<file path="config.mk">
export PLATFORM = sky130hd
export DESIGN_NAME = cnt_ser_bank
export DESIGN_NICKNAME = d
export VERILOG_FILES = /design/src/rtl/psec5_pkg.sv /design/src/rtl/cnt_ser_shift.sv /design/src/rtl/cnt_ser_bank.sv
export SDC_FILE = /design/constraint.sdc
export NUM_CORES = 1
export LEC_CHECK = 0
export BUFFER_PORTS_ARGS = -buffer_cell sky130_fd_sc_hd__buf_2
export CORE_AREA = 2 2 183 185
export CTS_BUF_LIST = sky130_fd_sc_hd__clkbuf_16
export CTS_CLUSTER_SIZE = 28
export DETAILED_ROUTE_END_ITERATION = 16
export DIE_AREA = 0 0 185 187
export PLACE_DENSITY_LB_ADDON = 0.3
export SLEW_MARGIN = 0
export SYNTH_ARGS = -nofsm -noshare
export SYNTH_HDL_FRONTEND = slang
export SYNTH_SLANG_ARGS = --single-unit
</file>
<file path="constraint.sdc">
create_clock -name sclk -period 2 [get_ports sclk]
set_input_delay 0.1 -clock sclk [delete_from_list [all_inputs] [get_ports sclk]]
set_output_delay 0.1 -clock sclk [all_outputs]
set_load 0.005 [all_outputs]
</file>
<file path="src/rtl/psec5_pkg.sv">
// Shared sizing, idle encodings and FSM state type for the counter-readout serializer.
package psec5_pkg;
  localparam int NUM_CH  = 8;
  localparam int NUM_SEL = 7;
  localparam int BYTE_W  = 8;
  localparam logic [2:0] SEL_IDLE = 3'b111;

  typedef enum logic [1:0] {IDLE, LOAD, SHIFT} ser_state_e;
endpackage

</file>
<file path="src/rtl/cnt_ser_shift.sv">
// Byte shift register (MSB out first) with a bit counter flagging the last bit.
module cnt_ser_shift #(
  parameter int BYTE_W = 8
) (
  input  logic              sclk,
  input  logic              rst,
  input  logic              load,
  input  logic              shift,
  input  logic [BYTE_W-1:0] load_data,
  output logic              msb,
  output logic              last
);
  localparam int CNT_W = $clog2(BYTE_W);

  logic [BYTE_W-1:0] shift_reg;
  logic [CNT_W-1:0]  bit_cnt;

  always_ff @(posedge sclk or posedge rst) begin
    if (rst) begin
      shift_reg <= '0;
      bit_cnt   <= '0;
    end else if (load) begin
      shift_reg <= load_data;
      bit_cnt   <= '0;
    end else if (shift) begin
      shift_reg <= {shift_reg[BYTE_W-2:0], 1'b0};
      bit_cnt   <= bit_cnt + 1'b1;
    end
  end

  assign msb  = shift_reg[BYTE_W-1];
  assign last = (bit_cnt == CNT_W'(BYTE_W-1));
endmodule

</file>
<file path="src/rtl/cnt_ser_bank.sv">
// Snapshots the one-hot selected channel's counter word and streams the selected
// byte MSB-first on sclk; consecutive bytes of the same channel are gapless.
module cnt_ser_bank #(
  parameter int NUM_CH  = psec5_pkg::NUM_CH,
  parameter int NUM_SEL = psec5_pkg::NUM_SEL,
  parameter int BYTE_W  = psec5_pkg::BYTE_W
) (
  input  logic                             sclk,
  input  logic                             rst,
  input  logic [NUM_CH-1:0]                load_cnt_ser,
  input  logic [2:0]                       select_reg,
  input  logic [NUM_CH*NUM_SEL*BYTE_W-1:0] cnt_data,
  output logic                             ser_out,
  output logic                             byte_start,
  output logic                             busy,
  output logic                             onehot_err
);
  import psec5_pkg::*;

  localparam int WORD_W = NUM_SEL * BYTE_W;
  localparam int OFF_W  = $clog2(WORD_W);

  ser_state_e        state;
  logic [WORD_W-1:0] shadow;
  logic [WORD_W-1:0] word_sel;
  logic [NUM_CH-1:0] ch_q;
  logic [OFF_W-1:0]  off;
  logic [BYTE_W-1:0] byte_sel;
  logic              onehot, multi, sel_ok, active, same_ch;
  logic              sh_load, sh_shift, sh_msb, sh_last;

  always_comb begin
    word_sel = '0;
    for (int c = 0; c < NUM_CH; c++)
      if (load_cnt_ser[c]) word_sel |= cnt_data[c*WORD_W +: WORD_W];
  end

  assign onehot  = (load_cnt_ser != '0) && ((load_cnt_ser & (load_cnt_ser - 1'b1)) == '0);
  assign multi   = (load_cnt_ser != '0) && !onehot;
  assign sel_ok  = (select_reg != SEL_IDLE) && (int'(select_reg) < NUM_SEL);
  assign active  = onehot && sel_ok;
  assign same_ch = (load_cnt_ser == ch_q);

  // An out-of-range select during LOAD falls back to byte 0 rather than reading past the word.
  assign off      = sel_ok ? OFF_W'(select_reg) * OFF_W'(BYTE_W) : '0;
  assign byte_sel = shadow[off +: BYTE_W];

  assign sh_load  = (state == LOAD) || ((state == SHIFT) && sh_last && active && same_ch);
  assign sh_shift = (state == SHIFT) && !sh_load;

  cnt_ser_shift #(.BYTE_W(BYTE_W)) u_shift (
    .sclk      (sclk),
    .rst       (rst),
    .load      (sh_load),
    .shift     (sh_shift),
    .load_data (byte_sel),
    .msb       (sh_msb),
    .last      (sh_last)
  );

  always_ff @(posedge sclk or posedge rst) begin
    if (rst) begin
      state      <= IDLE;
      shadow     <= '0;
      ch_q       <= '0;
      byte_start <= 1'b0;
      onehot_err <= 1'b0;
    end else begin
      byte_start <= 1'b0;
      if (multi) onehot_err <= 1'b1;
      case (state)
        IDLE: if (active) begin
          shadow <= word_sel;
          ch_q   <= load_cnt_ser;
          state  <= LOAD;
        end
        LOAD: begin
          byte_start <= 1'b1;
          state      <= SHIFT;
        end
        SHIFT: if (sh_last) begin
          if (active && same_ch) begin
            byte_start <= 1'b1;
          end else if (active) begin
            shadow <= word_sel;
            ch_q   <= load_cnt_ser;
            state  <= LOAD;
          end else begin
            state <= IDLE;
          end
        end
        default: state <= IDLE;
      endcase
    end
  end

  assign ser_out = (state == SHIFT) && sh_msb;
  assign busy    = (state != IDLE);
endmodule
</file>
======== Word-level counts from Yosys, hierarchy flattened ========
Index checks and enable logic that the tools add are counted.
W data, S select, Z words.
operators by class
  bitwise gates (word level) .............. 8
  $lt $le $gt $ge ......................... 1
  equality and inequality tests ........... 8
  $add $sub $neg .......................... 2
  reductions and logical operators ........ 21
  shift-type cells ........................ 1
  muxes and demuxes ....................... 29
operator list
  kind                   number
  $mux W56               11
  $or A56 B56 Y56        7
  $pmux W56 S2           1
  $shiftx A56 B7 Y8      1
  $mux W8                5
  $pmux W8 S2            1
  $logic_and A1 B1 Y1    10
  $and A8 B8 Y8          1
  $eq A8 B8 Y1           1
  $logic_not A8 Y1       1
  $reduce_bool A8 Y1     1
  $sub A8 B1 Y8 const B  1
  $mux W2                3
  $mux W3                2
  $mux W6                1
  $ne A2 B2 Y1 const B   3
  $pmux W2 S3            1
  $reduce_and A3 Y1      2
  $reduce_bool A2 Y1     3
  $add A3 B1 Y3 const B  1
  $eq A3 B3 Y1 const B   1
  $lt A3 B3 Y1 const B   1
  $mux W1                3
  $ne A3 B3 Y1 const B   1
  6 further kinds        7
storage, ports and cells
  bits in registers ....................... 79
  output and inout port bits .............. 4
  input bits .............................. 461

======== Longest topological paths before layout ========
  depth in word-level cells ............... 19
  depth in mapped cells ................... 9

======== Hierarchy ========
Synthesis repeated with hierarchy kept, for this count alone.
unflattened totals
  cell total of the unflattened synthesis .. 649
  area, all modules ....................... 6134.6 um^2
by module, submodules not included
  module         area an instance (um^2)  cells each  times used
  cnt_ser_bank   5620.4                   602         1
  cnt_ser_shift  514.2                    47          1

======== Least setup slack after synthesis ========
Ideal clock, no wire load.
  path type ............................... reg-to-reg
  start point ............................. reg state[0]
  end point ............................... reg ch_q[3]
  cell stages (with the launch flop) ...... 10
  required time ........................... 1.875 ns
  setup slack ............................. 0.198 ns
  path buffers ............................ 3
  arrival time ............................ 1.677 ns
  period minus slack after synthesis ...... 1.802 ns
  cells stage by stage .................... dfrtp_1 > inv_1 > ha_1 > clkbuf_1 > nand2_1 > o22ai_1 > nand2_2 > buf_6 > buf_6 > mux2_4
between the ends
  longest elaborated chain between the ends .. 3
  elaborated cells on any way between the ends .. 7
  those cells by class .................... eq/ne (3); mux (1); reduce/logical (3)
ends and longest elaborated chain
  element                                                              RTL line            RTL
  start: declaration                                                   cnt_ser_bank.sv:23  ser_state_e state;
  start signal: assignment                                             cnt_ser_bank.sv:63  state <= IDLE;
  start signal: assignment                                             cnt_ser_bank.sv:75  state <= LOAD;
  start signal: assignment                                             cnt_ser_bank.sv:79  state <= SHIFT;
  $eq A2 B2 Y1 or $logic_not A2 Y1 (tied branches)                     cnt_ser_bank.sv:71  case (state)
  $ne A2 B2 Y1 (no source line) or $reduce_bool A2 Y1 (tied branches)  --
  $reduce_and A3 Y1 (no source line)                                   --
  end signal: assignment                                               cnt_ser_bank.sv:74  ch_q <= load_cnt_ser;
  end signal: assignment                                               cnt_ser_bank.sv:86  ch_q <= load_cnt_ser;
  end: declaration                                                     cnt_ser_bank.sv:26  logic [NUM_CH-1:0] ch_q;
Several ways; a longest one is shown, not always the timed one.
A chain may end at the register's enable or synchronous reset.

======== Worst setup path after layout ========
Same ends and word-level chain as after synthesis.

==> summary.md <==
| Metric | Value |
|---|---|
| Vias in the first global route | `7,708` |
| Synth area leader | `dfrtp_1` |
| Final #Nets | `1,547` |
| Total of max-cap violations | `0` |
| Final worst setup slack | `0.124 ns` |
| Data required time at the worst endpoint | `2.21 ns` |
| Slowest-stage cell, CP | `dfrtp_1` |
| Fill count | `3,625` |
| Final hold violation count | `0` |
| HP Class | `in -> reg` |
| Pins over their slew limit | `0` |
| Post-DR vias/cell | `4.98` |
| Netlist cell types | `45` |
| Starting Density | `19.3%` |
| DRC viols | `0` |
| FF-to-FF Start | `state[0]$_DFFE_PP0P_` |
| Worst Setup End Kind | `register` |
| FMAX | `533 MHz` |
| Root Buffer | `clkbuf_16` |
| Mapped Cells | `649` |
| WL met2 | `16,400 um` |
| Slew @ Worst Pin | `0.762 ns` |
| RSZ-0062 raised after global routing | `false` |
| DR pass1 iterations | `5` |
| Pwr dens | `799 nW/um2` |
| Post CTS Setup Buffer Count | `0` |
| Post-CTS Hold Fix Bufs | `1` |
| FF+latch count, synth | `79` |
| Remaining Overflow, GRT | `0` |
| CP peak stage delay | `0.43 ns` |
| Overall power | `7.61 mW` |
| Clk_lat worst skew | `0.33 ns` |
| Metal3 WL | `3500 um` |
| Core ar. | `32,900 um2` |
| Syn Area/Cell | `9.80 um2` |
| Outcome | `complete, no violations` |
| Setup TNS | `0 ns` |
| Fin crit share | `93.8%` |
| Pre-CTS setup slack | `0.115 ns` |
| Largest net degree at the start of global routing | `63` |
| Top Ports | `465` |
| Post-Syn Nets | `1,117` |
| Top cells by area, synth | `dfrtp_1 31%, a22oi_1 26%, mux2_4 12%` |
| Top_reg_cell synth | `dfrtp_1` |
| Asr flop ratio synth | `100%` |
| # clock sinks | `79` |
| Register area | `1980 um2` |
| Standard-cell rows | `67` |
| Worst setup SP type | `register` |
| Tot GR Track Use | `20.2%` |
| Vias | `7,681` |
| Port bufs | `464` |
| Post-Syn Area | `6360 um2` |
| First-pass GRT wire length | `51,400 um` |
| Worst-path maximum fanout | `13` |
| Met1 Wirelength | `14,800 um` |
| Post-synthesis sequential area ratio | `31.1%` |
| Largest register FFs | `56` |
| Routed len/inst | `23.0 um` |
| Highest routed layer | `met5` |
| Inserted Clock Buffers | `9` |
| Start point of the critical path | `state[0]$_DFFE_PP0P_` |
| Slew margin rel. | `49.2%` |
| Final wirelength | `35,500 um` |
| Crit path cell chain | `inv_1 -> ha_1 -> nand2_1 -> o22ai_1 -> nand2_4 -> buf_4 -> mux2_4` |
| Post-CTS Resized | `0` |
| Htree depth | `3` |
| Area of the multi-input gates | `4030 um2` |
| Initial antenna violation count | `20` |
| Initial DRC count | `643` |
| Setup CP Type | `reg -> reg` |
| Clock Skews | `0.00778 ns` |
| CTS Buffer Depth | `2` |
| Worst-path clk slew | `0.06 ns` |
| Fin crit period | `1.88 ns` |
| Die H | `187 um` |
| EDFF count, synth | `0` |
| Final ANT Viol Nets | `0` |
| CTS tree | `done` |
| Die width | `185 um` |
| Setup violators final | `0` |
| Yosys warns | `0` |
| Die footprint | `34,600 um2` |
| Post-synth top area share | `31.1%` |
| Peak VDD IR | `0.000469 V` |
| Min-delay src | `load_cnt_ser[3]` |
| Hpwl dp | `29,300 um` |
| Leakage power | `4.70 nW` |
| Area Overhead vs Synth | `49.9%` |
| Arr. time, crit path | `2.09 ns` |
| Final Wtd Congestion | `0.894` |
| Layout cells sized above 1 | `53.8%` |
| Final core utilization | `29.0%` |
## through the flow
stage | instances | hold slack, ns | cell area (um2)
CTS | 1532 | 0.101 | 9500
detailed placement | 1515 | 0.151 | 9190
global route | 1536 | 0.112 | 9510
finish | 1541 | 0.107 | 9530
global placement | 1515 | 0.153 | 9190
floorplan | 649 | 0.327 | 6360
## Yosys cell counts, types with 2 or more instances
library cell	count
a21oi_1	17
a221oi_1	4
a22oi_1	224
and2_1	2
buf_1	24
buf_2	3
buf_6	7
clkbuf_1	37
dfrtp_1	79
ha_1	7
inv_1	6
mux2_2	24
mux2_4	49
mux2i_1	24
nand2_1	9
nand2b_1	2
nand3_1	2
nand4_1	59
nor2_1	14
nor2b_1	7
o211ai_1	2
o21ai_0	12
o21bai_1	2
o221ai_1	4
o22ai_1	2
xnor2_1	8
## cell families after synthesis
kind of cell,Yosys count,synth area share [%]
compound gates,272,31.2
xor+xnor,9,1.24
fa+ha+maj,9,1.71
buf+inv,78,5.55
flops,79,31.1
mux,97,19.6
simple gates,105,9.62
## per-layer routing
layer | GRT usage (%) | vias to the layer above
met2 | 31.0 | 413
met5 | 0 | -
met4 | 6.01 | 12
met1 | 27.3 | 3700
li1 | - | 3512
met3 | 6.09 | 44
## placed cells by master, fill, tap and decap left out, drive strengths merged, types with 2 or more instances in the layout
| master | n |
|---|---|
| buf | 490 |
| a22oi | 224 |
| dfrtp | 79 |
| mux2 | 73 |
| nand4 | 59 |
| mux2i | 24 |
| a21oi | 17 |
| nor2 | 14 |
| o21ai | 13 |
| nand2 | 10 |
| diode | 9 |
| clkbuf | 9 |
| xnor2 | 8 |
| nor2b | 7 |
| inv | 7 |
| ha | 7 |
| o221ai | 4 |
| a221oi | 4 |
| and2 | 3 |
| clkinv | 3 |
| nand3 | 2 |
| o211ai | 2 |
| o22ai | 2 |
| nand2b | 2 |
| o21bai | 2 |
| bufinv | 2 |
| maj3 | 2 |
| or3 | 2 |
## power breakdown
group,switching [mW],internal (mW),leakage (nW)
clock,0.616,1.07,0.157
combinational,1.19,1.77,3.59
sequential,0.590,2.37,0.955
## critical path, delay by kind of cell, from the launching register on
family	cells	cell delay (ns)
buffers and inverters	2	0.33
muxes	1	0.31
adders and majority gates	1	0.26
and+or+nand+nor	2	0.19
AOI/OAI and AO/OA	1	0.23
DFF	1	0.43
## worst paths after layout
check	to	slack, ns	cells after the start
hold / removal	onehot_err$_DFFE_PP0P_	0.11	3
max in group asynchronous	shadow[8]$_DFFE_PP0P_	1.00	4
hold reg to reg	onehot_err$_DFFE_PP0P_	0.48	1
setup / recovery	ch_q[3]$_DFFE_PP0P_	0.12	7
min in group asynchronous	shadow[40]$_DFFE_PP0P_	0.35	3
setup reg to reg	ch_q[3]$_DFFE_PP0P_	0.12	7
## layout make-up
type	instances	share of cell area [%]
Antenna cell	9	0.236
Inverter	6	0.276
Tap cell	448	5.88
Multi-Input combinational cell	492	42.3
Clock buffer	9	2.36
Sequential cell	79	20.8
Timing Repair Buffer	491	27.3
Clock inverter	7	0.841
Note: power is estimated with default switching activity, not from simulation.
